**src/rtl/game_sequencer.sv**
```systemverilog
// game_sequencer
// Rally controller for the Pong datapath. Walks the ball-movement block
// through idle, serve, play and scoring phases, commands a centred ball load
// with pseudo-random serve parameters on every serve, gates ball motion per
// frame, detects edge misses, keeps both scores and declares the winner.
//
// Ports
//   clk                 system clock, all state changes on the rising edge
//   rst_n               asynchronous active-low reset
//   frame_tick_i        one-cycle pulse per video frame
//   start_i             start request, honoured in IDLE and OVER only
//   pause_i             level; freezes serve countdown and ball motion
//   ball_x_i            current ball x coordinate
//   paddle_collision_i  paddle hit this frame
//   ball_load_o         one-cycle command: ball to centre, load serve params
//   serve_dir_x_o       1 = serve rightward
//   serve_dir_y_o       1 = serve downward
//   serve_vel_y_o       vertical serve speed, 1..3
//   ball_run_o          ball-movement enable
//   score_l_o/score_r_o player scores
//   game_over_o         high while the game is over
//   winner_o            0 = left, 1 = right; valid while game_over_o
//   state_o             current state encoding (debug)
module game_sequencer #(
    parameter int         FIELD_W     = 64,
    parameter int         SCORE_MAX   = 7,
    parameter int         SERVE_DELAY = 60,
    parameter logic [7:0] LFSR_SEED   = 8'hA5,
    localparam int        CW          = $clog2(FIELD_W)
) (
    input  logic          clk,
    input  logic          rst_n,
    input  logic          frame_tick_i,
    input  logic          start_i,
    input  logic          pause_i,
    input  logic [CW-1:0] ball_x_i,
    input  logic          paddle_collision_i,
    output logic          ball_load_o,
    output logic          serve_dir_x_o,
    output logic          serve_dir_y_o,
    output logic [1:0]    serve_vel_y_o,
    output logic          ball_run_o,
    output logic [3:0]    score_l_o,
    output logic [3:0]    score_r_o,
    output logic          game_over_o,
    output logic          winner_o,
    output logic [2:0]    state_o
);

    typedef enum logic [2:0] {
        IDLE       = 3'd0,
        LOAD       = 3'd1,
        SERVE_WAIT = 3'd2,
        PLAY       = 3'd3,
        POINT      = 3'd4,
        OVER       = 3'd5
    } state_t;

    localparam logic [7:0]    DELAY_LAST = 8'(SERVE_DELAY - 1);
    localparam logic [3:0]    SCORE_WIN  = 4'(SCORE_MAX);
    localparam logic [CW-1:0] X_RIGHT    = CW'(FIELD_W - 1);

    state_t     state_q;
    logic [7:0] cnt_q;
    logic [7:0] lfsr_q;
    logic [7:0] lfsr_d;
    logic       dir_x_q;
    logic       dir_y_q;
    logic [1:0] vel_q;
    logic [3:0] score_l_q;
    logic [3:0] score_r_q;
    logic       winner_q;
    logic       right_scored_q;
    logic       ball_load_q;
    logic       game_over_q;
    logic       play_tick;
    logic [1:0] vel_draw;
    logic [3:0] score_l_inc;
    logic [3:0] score_r_inc;

    // Fibonacci LFSR, taps 8,6,5,4; free-running so serves stay unpredictable
    assign lfsr_d = {lfsr_q[6:0], lfsr_q[7] ^ lfsr_q[5] ^ lfsr_q[4] ^ lfsr_q[3]};

    always_ff @(posedge clk or negedge rst_n) begin
        if (!rst_n) begin
            lfsr_q <= LFSR_SEED;
        end else begin
            lfsr_q <= lfsr_d;
        end
    end

    // A zero vertical speed would make the ball bounce horizontally forever
    assign vel_draw    = (lfsr_q[1:0] == 2'd0) ? 2'd1 : lfsr_q[1:0];
    assign play_tick   = frame_tick_i & ~pause_i;
    assign score_l_inc = score_l_q + 4'd1;
    assign score_r_inc = score_r_q + 4'd1;

    always_ff @(posedge clk or negedge rst_n) begin
        if (!rst_n) begin
            state_q        <= IDLE;
            cnt_q          <= 8'd0;
            dir_x_q        <= 1'b0;
            dir_y_q        <= 1'b0;
            vel_q          <= 2'd1;
            score_l_q      <= 4'd0;
            score_r_q      <= 4'd0;
            winner_q       <= 1'b0;
            right_scored_q <= 1'b0;
            ball_load_q    <= 1'b0;
            game_over_q    <= 1'b0;
        end else begin
            ball_load_q <= 1'b0;
            case (state_q)
                IDLE: begin
                    if (start_i) begin
                        state_q     <= LOAD;
                        ball_load_q <= 1'b1;
                        dir_x_q     <= lfsr_q[3];
                        dir_y_q     <= lfsr_q[2];
                        vel_q       <= vel_draw;
                    end
                end
                LOAD: begin
                    state_q <= SERVE_WAIT;
                    cnt_q   <= 8'd0;
                end
                SERVE_WAIT: begin
                    if (play_tick) begin
                        cnt_q <= cnt_q + 8'd1;
                        if (cnt_q == DELAY_LAST) begin
                            state_q <= PLAY;
                        end
                    end
                end
                PLAY: begin
                    // A paddle hit on the edge frame is a return, not a miss
                    if (play_tick && !paddle_collision_i) begin
                        if (ball_x_i == '0) begin
                            right_scored_q <= 1'b1;
                            state_q        <= POINT;
                        end else if (ball_x_i == X_RIGHT) begin
                            right_scored_q <= 1'b0;
                            state_q        <= POINT;
                        end
                    end
                end
                POINT: begin
                    if (right_scored_q) begin
                        score_r_q <= score_r_inc;
                    end else begin
                        score_l_q <= score_l_inc;
                    end
                    if ((right_scored_q ? score_r_inc : score_l_inc) == SCORE_WIN) begin
                        state_q     <= OVER;
                        winner_q    <= right_scored_q;
                        game_over_q <= 1'b1;
                    end else begin
                        // Next serve heads toward the player who conceded
                        state_q     <= LOAD;
                        ball_load_q <= 1'b1;
                        dir_x_q     <= ~right_scored_q;
                        dir_y_q     <= lfsr_q[2];
                        vel_q       <= vel_draw;
                    end
                end
                OVER: begin
                    if (start_i) begin
                        state_q     <= LOAD;
                        ball_load_q <= 1'b1;
                        game_over_q <= 1'b0;
                        score_l_q   <= 4'd0;
                        score_r_q   <= 4'd0;
                        dir_x_q     <= lfsr_q[3];
                        dir_y_q     <= lfsr_q[2];
                        vel_q       <= vel_draw;
                    end
                end
                default: begin
                    state_q <= IDLE;
                end
            endcase
        end
    end

    assign ball_load_o   = ball_load_q;
    assign serve_dir_x_o = dir_x_q;
    assign serve_dir_y_o = dir_y_q;
    assign serve_vel_y_o = vel_q;
    // Motion enable follows pause immediately so the ball freezes the same cycle
    assign ball_run_o    = (state_q == PLAY) & ~pause_i;
    assign score_l_o     = score_l_q;
    assign score_r_o     = score_r_q;
    assign game_over_o   = game_over_q;
    assign winner_o      = winner_q;
    assign state_o       = state_q;

endmodule

```
**config.mk**
```make
export PLATFORM = sky130hd
export DESIGN_NAME = game_sequencer
export DESIGN_NICKNAME = d
export VERILOG_FILES = /design/src/rtl/game_sequencer.sv
export SDC_FILE = /design/constraint.sdc
export NUM_CORES = 1
export LEC_CHECK = 0
export ABC_AREA = 1
export CELL_PAD_IN_SITES_DETAIL_PLACEMENT = 1
export CELL_PAD_IN_SITES_GLOBAL_PLACEMENT = 2
export CORE_MARGIN = 3
export CORE_UTILIZATION = 31
export CTS_BUF_LIST = sky130_fd_sc_hd__clkbuf_4 sky130_fd_sc_hd__clkbuf_8
export DETAILED_ROUTE_END_ITERATION = 8
export HOLD_SLACK_MARGIN = 0.06
export PLACE_DENSITY = 0.88
export SYNTH_ARGS = -nofsm -noshare
export SYNTH_HDL_FRONTEND = slang
export SYNTH_SLANG_ARGS = --single-unit
```
**constraint.sdc**
```tcl
create_clock -name clk -period 1.6 [get_ports clk]
set_input_delay 0.16 -clock clk [delete_from_list [all_inputs] [get_ports clk]]
set_output_delay 0.16 -clock clk [all_outputs]
set_load 0.005 [all_outputs]
```
==> impl_metrics.env, run 1 <==
export IMPL_holdCritPathClass="in -> async"
export IMPL_diodes=0
export IMPL_clk_latency_ns=0.29
export IMPL_yosysWarnings=0
export IMPL_place_inst=332
export IMPL_slew_headroom=0.812
export IMPL_place_congestion=0.788
export IMPL_overflow=0
export IMPL_die_width_microns=81.6
export IMPL_grt_setup_unrepaired="true"
export IMPL_syn_inst=223
export IMPL_io_buffers=30
export IMPL_hpwlAfterDp_mm=3.33
export IMPL_cts_sinks=35
export IMPL_areaGrowthSynthToFinish_pct=40.2
export IMPL_path_class="reg -> reg"
export IMPL_numCtsBuffers=5
export IMPL_crit_chain="buf_4, inv_2, nand2_4, nor2_4, nor2_4, nor2_4, nand2_4, nand2_2, nand2_1"
export IMPL_ys_types=23
export IMPL_yosys_area_top_type_share=0.423
export IMPL_die_h_microns=81.6
export IMPL_syn_nets=238
export IMPL_post_route_period_util=0.937
export IMPL_cp_data_arrival_time_ns=1.68
export IMPL_cp_common_cell="nor2_4"
export IMPL_drt_wl_total_mm=4.51
export IMPL_hold_violations=0
export IMPL_viasPerCell=4.76
export IMPL_ir_drop_mv=0.523
export IMPL_leakage_nw=1.26
export IMPL_grtUsageTotal=0.151
export IMPL_vias=1648
export IMPL_cp_data_required_time_ns=1.78
export IMPL_yosysSeqAreaShare=0.498
export IMPL_grt_pass1_vias=1654
export IMPL_clock_fmax_mhz=667
export IMPL_cts_max_path_buffers=2
export IMPL_fin_skew_ns=0.00980
export IMPL_ios=31
export IMPL_route_detailed_drc=0
export IMPL_worstMarginPinSlew_ns=0.281
export IMPL_initial_core_util=0.334
export IMPL_die_area_sq_um=6660
export IMPL_final_cell_mix="nand2_1, inv_1, dfrtp_1, clkdlybuf4s50_1, nand3_1"
export IMPL_synth_avg_cell_area_sq_um=7.95
export IMPL_setup_slack_ns=0.100
export IMPL_cts_max_level=2
export IMPL_placed_cell_area_sq_um=2240
export IMPL_grt_max_degree=36
export IMPL_slew_violations=0
export IMPL_end_kind="flip-flop"
export IMPL_total_power_mw=4.11
export IMPL_cts_tree="built"
export IMPL_wl_per_cell_microns=13.0
export IMPL_whs_ns=0.241
export IMPL_path_max_fanout=6
export IMPL_core_region_area_sq_um=5300
export IMPL_antenna_found_initial=0
export IMPL_path_clk_slew_ns=0.07
export IMPL_fin_nets=290
export IMPL_synth_area_sq_um=1770
export IMPL_grt_first_pass_wirelength_mm=7.62
export IMPL_max_stage_delay_ns=0.41
export IMPL_max_cap_violations=0
export IMPL_final_cells=346
export IMPL_post_route_min_period_ns=1.50
export IMPL_hold_buffers=0
export IMPL_ys_ff_latch=35
export IMPL_powerDensity_nw_per_um2=1650
export IMPL_drt_pass1_iterations=4
export IMPL_cts_root_buf="clkbuf_8"
export IMPL_status="finished, final reports clean"
export IMPL_final_util=0.469
export IMPL_layout_commonest_cell="nand2_1"
export IMPL_finalSetupTns_ns=0
export IMPL_design_area_sq_um=2490
export IMPL_synth_top_area_cell="dfrtp_1"
export IMPL_setup_viol=0
export IMPL_layout_drive_gt1_share=0.199
export IMPL_slowest_stage="dfrtp_1"
export IMPL_num_rows=26
export IMPL_ant_nets=0
export IMPL_drtIter0Drc=47
export IMPL_fill_cells=659
export IMPL_ys_top_cells_by_area="dfrtp_1, nand2_1, dfstp_2"
export IMPL_place_worst_setup_slack_ns=0.0209
export IMPL_critPathLaunchType="flip-flop"
==> power breakdown <==
part	switching (mW)	internal [mW]
registers	0.170	1.12
logic	1.03	0.837
clock network	0.316	0.640
total	1.52	2.60
==> synthesized netlist by cell type <==
library cell / instances
dfstp_2: 5
dfrtp_1: 30
nand4_1: 7
inv_1: 31
o21bai_1: 1
o21ai_1: 1
xor2_1: 1
nand2_4: 2
o21ai_0: 12
o22ai_1: 4
nand2_2: 2
nand3_2: 1
ha_1: 3
o21ai_2: 1
nor2_4: 2
xnor2_1: 3
inv_2: 4
o31ai_1: 3
nand3_1: 24
nor3_1: 1
nor2_2: 1
nor2_1: 16
nand2_1: 68
==> per-layer routing <==
metal | wire length (microns) | vias up | share of wire | GRT usage
met5 | 0 | - | 0 | 0
met4 | 55 | 0 | 0.012 | 0.0548
met3 | 192 | 4 | 0.043 | 0.0439
met2 | 2110 | 30 | 0.47 | 0.244
met1 | 2160 | 803 | 0.48 | 0.193
li1 | - | 811 | - | -
==> state kept, by name, indices dropped and copies added, names as in the netlist <==
name / flops
ball_load_o: 1
serve_dir_y_o: 1
score_l_o: 4
winner_o: 1
lfsr_q: 8
game_over_o: 1
serve_vel_y_o: 2
state_o: 3
score_r_o: 4
serve_dir_x_o: 1
right_scored_q: 1
cnt_q: 8
==> area by class of cell <==
type	instances	area [sq um]	area share
flip-flops and latches	35	882	0.355
multi-input cells	153	822	0.331
repair buffers	45	424	0.171
inverters	35	134	0.0538
well taps	70	87.6	0.0352
clock buffers	6	76.3	0.0307
clock inverters	2	60.1	0.0242
==> timing repair <==
item,4_1_cts,5_1_grt
gates resized for setup,3,17
setup buffers,3,4
setup endpoints to repair,1,10
pin swaps,0,4
==> path summary, 6_finish.rpt <==
check                            from               end  slack, ns  depth (start not counted)
setup / recovery           state_o[1]  serve_vel_y_o[1]       0.10                          9
hold / removal                  rst_n      score_l_o[3]       0.24                          2
setup reg to reg           state_o[1]  serve_vel_y_o[1]       0.10                          9
hold reg to reg             lfsr_q[6]         lfsr_q[7]       0.36                          0
max in group asynchronous       rst_n         lfsr_q[2]       1.10                          2
min in group clk            lfsr_q[6]         lfsr_q[7]       0.36                          0
==> critical path: cells and delay by family (launching register included) <==
kind,cells,cell delay [ns]
simple gates,7,0.72
flops,1,0.41
buf+inv,2,0.26
==> cells by family (layout without fill, tap and decap cells) <==
group | after synthesis | count (layout) | synth area share
compound gates | 22 | 22 | 0.0727
buf+inv | 35 | 88 | 0.0741
flops | 35 | 35 | 0.498
simple gates | 124 | 124 | 0.315
xor+xnor | 4 | 4 | 0.0198
fa+ha+maj | 3 | 3 | 0.0212
No activity file was read; power rests on OpenSTA's default activity.
==> inputs of run 2 (changes only) <==
- ABC_AREA: 1 -> not set
- CORE_UTILIZATION: 31 -> 35
- PLACE_DENSITY: 0.88 -> 0.9
==> run 2 against run 1 <==
  * Highest routed layer unchanged
  * Wire length up 19%
  * Via count down 7.2%
  * Clock power up 3.2%
  * The flow now finishes with violations (setup timing)
==> impl_metrics.env, run 2 <==
export IMPL_status="finished, violations left"
export IMPL_violations="setup timing"
export IMPL_setup_viol=9
export IMPL_slowest_stage="dfrtp_2"
export IMPL_num_rows=25
export IMPL_synth_area_sq_um=1780
export IMPL_synth_edf_count=0
export IMPL_place_congestion=0.765
export IMPL_drt_wl_total_mm=5.38
export IMPL_post_route_period_util=1.11
export IMPL_die_width_microns=77.3
export IMPL_slew_violations=0
export IMPL_max_stage_delay_ns=0.43
export IMPL_areaGrowthSynthToFinish_pct=55.7
export IMPL_critPathLaunchType="flip-flop"
export IMPL_post_route_min_period_ns=1.78
export IMPL_grt_setup_unrepaired="true"
export IMPL_holdCritPathClass="in -> async"
export IMPL_overflow=0
export IMPL_cts_root_buf="clkbuf_8"
export IMPL_hold_buffers=0
export IMPL_slew_headroom=0.696
export IMPL_leakage_nw=1.26
export IMPL_ys_ff_latch=35
export IMPL_initial_core_util=0.370
export IMPL_path_max_fanout=5
export IMPL_biggestRegsByFlops="cnt_q: 8 flops, lfsr_q: 8 flops"
export IMPL_ir_drop_mv=0.757
export IMPL_cp_data_required_time_ns=1.79
export IMPL_crit_family="flip-flops"
export IMPL_numCtsBuffers=5
export IMPL_synth_common_cells="dfrtp_1, nor2_1, nand2_1, nand3_1"
export IMPL_async_reset_ff_frac=1.00
export IMPL_drtIter0Drc=95
export IMPL_yosys_area_top_type_share=0.422
export IMPL_path_clk_slew_ns=0.08
export IMPL_ys_top_cells_by_area="dfrtp_1, dfstp_2, xnor2_1"
export IMPL_syn_nets=180
export IMPL_grt_first_pass_wirelength_mm=8.71
export IMPL_ys_types=46
export IMPL_antenna_found_initial=0
export IMPL_io_buffers=30
export IMPL_die_h_microns=77.3
export IMPL_whs_ns=0.274
export IMPL_yosysWarnings=0
export IMPL_grt_pass1_vias=1720
export IMPL_cts_max_level=2
export IMPL_yosysSeqAreaShare=0.495
export IMPL_setup_slack_ns=-0.181
export IMPL_finalSetupTns_ns=-0.920
export IMPL_ant_nets=0
export IMPL_fin_nets=252
export IMPL_cp_data_arrival_time_ns=1.98
export IMPL_clock_fmax_mhz=561
export IMPL_placed_cell_area_sq_um=2390
export IMPL_synth_top_area_cell="dfrtp_1"
export IMPL_synth_avg_cell_area_sq_um=10.8
export IMPL_hold_violations=0
export IMPL_layout_drive_gt1_share=0.395
export IMPL_vias=1530
export IMPL_cts_sinks=35
export IMPL_grtUsageTotal=0.188
export IMPL_diodes=0
export IMPL_powerDensity_nw_per_um2=1630
export IMPL_drt_pass1_iterations=4
export IMPL_ios=31
export IMPL_fin_skew_ns=0.0120
export IMPL_clk_latency_ns=0.30
export IMPL_synth_top_flop_cell="dfrtp_1"
export IMPL_viasPerCell=5.02
export IMPL_core_region_area_sq_um=4820
export IMPL_max_cap_violations=0
export IMPL_grt_max_degree=36
export IMPL_die_area_sq_um=5980
export IMPL_layout_commonest_cell="buf_4"
export IMPL_cts_max_path_buffers=2
export IMPL_fill_cells=526
export IMPL_design_area_sq_um=2770
export IMPL_final_cell_mix="buf_4, dfrtp_1, clkdlybuf4s50_1, nor2_1, nand2_1"
export IMPL_crit_chain="ha_4, nand2_4, nor4_4, a21oi_2, a21oi_4, mux2_4"
export IMPL_worstMarginPinSlew_ns=0.456
export IMPL_hpwlAfterDp_mm=3.70
export IMPL_end_kind="flip-flop"
export IMPL_wl_per_cell_microns=17.6
export IMPL_yosysMostFrequentCell="dfrtp_1"
export IMPL_cts_tree="built"
export IMPL_path_class="reg -> reg"
export IMPL_place_worst_setup_slack_ns=-0.323
export IMPL_crit_buf_inv=0
export IMPL_syn_inst=165
export IMPL_route_detailed_drc=0
-- run 2: layer usage --
layer / wire length (microns) / global-route usage
met5: 0 / 0
met3: 183 / 0.0376
met4: 142 / 0.0961
met2: 2930 / 0.344
met1: 2120 / 0.204
-- run 2: layout make-up --
cell class              instances  area, sq um  share of cell area
clock buffers                   6         76.3              0.0275
clock inverters                 2         60.1              0.0217
inverters                       7         26.3             0.00948
multi-input cells             119         1010               0.365
flip-flops and latches         35          886               0.320
well taps                      67         83.8              0.0302
repair buffers                 69          627               0.226
-- run 2: where the power goes --
group | leakage [nW] | internal (mW) | total [mW] | switching [mW]
clock | 0.0688 | 0.640 | 0.987 | 0.347
combinational | 0.745 | 1.22 | 2.29 | 1.07
sequential | 0.448 | 1.07 | 1.24 | 0.169
-- run 2: cell families (layout without fill, tap and decap cells) --
family                   after synthesis  count (layout)  share of synthesized area
adder cells (fa/ha/maj)                3               3                     0.0211
flip-flops                            35              35                      0.495
multiplexers                           7               7                     0.0513
buffers and inverters                 11              84                     0.0274
XOR/XNOR                              13              13                     0.0639
AND/OR/NAND/NOR                       66              66                      0.229
AO/OA/AOI/OAI                         30              30                      0.112
-- run 2: worst paths after layout --
path | cells past startpoint | slack [ns] | endpoint | start
worst max-delay path | 6 | -0.18 | serve_dir_x_o | score_r_o[0]
max in group asynchronous | 2 | 0.97 | lfsr_q[0] | rst_n
worst max register to register | 6 | -0.18 | serve_dir_x_o | score_r_o[0]
worst min-delay path | 2 | 0.27 | score_r_o[3] | rst_n
worst min register to register | 0 | 0.36 | lfsr_q[7] | lfsr_q[6]
min in group clk | 0 | 0.36 | lfsr_q[7] | lfsr_q[6]
-- run 2: worst reg2reg max path, stage by stage, from the launching register on --
cell and delay, ns:
dfrtp_2 0.43, ha_4 0.28, nand2_4 0.05, nor4_4 0.23
a21oi_2 0.10, a21oi_4 0.26, mux2_4 0.33
-- run 2: stage by stage --
stage / std cells / power (mW) / util
detailed placement: 287 / 3.00 / 0.496
CTS: 300 / 4.30 / 0.550
global placement: 287 / 2.89 / 0.496
floorplan: 165 / 2.08 / -
global route: 305 / 4.79 / 0.575
finish: 305 / 4.51 / 0.575
-- run 2: repair_timing --
| item | in CTS | in global routing |
|---|---|---|
| buffers inserted | 6 | 5 |
| endpoints found under the hold margin | 0 | 0 |
| setup endpoints to repair | 15 | 25 |
| resized for setup | 18 | 23 |
| pin swaps | 7 | 6 |
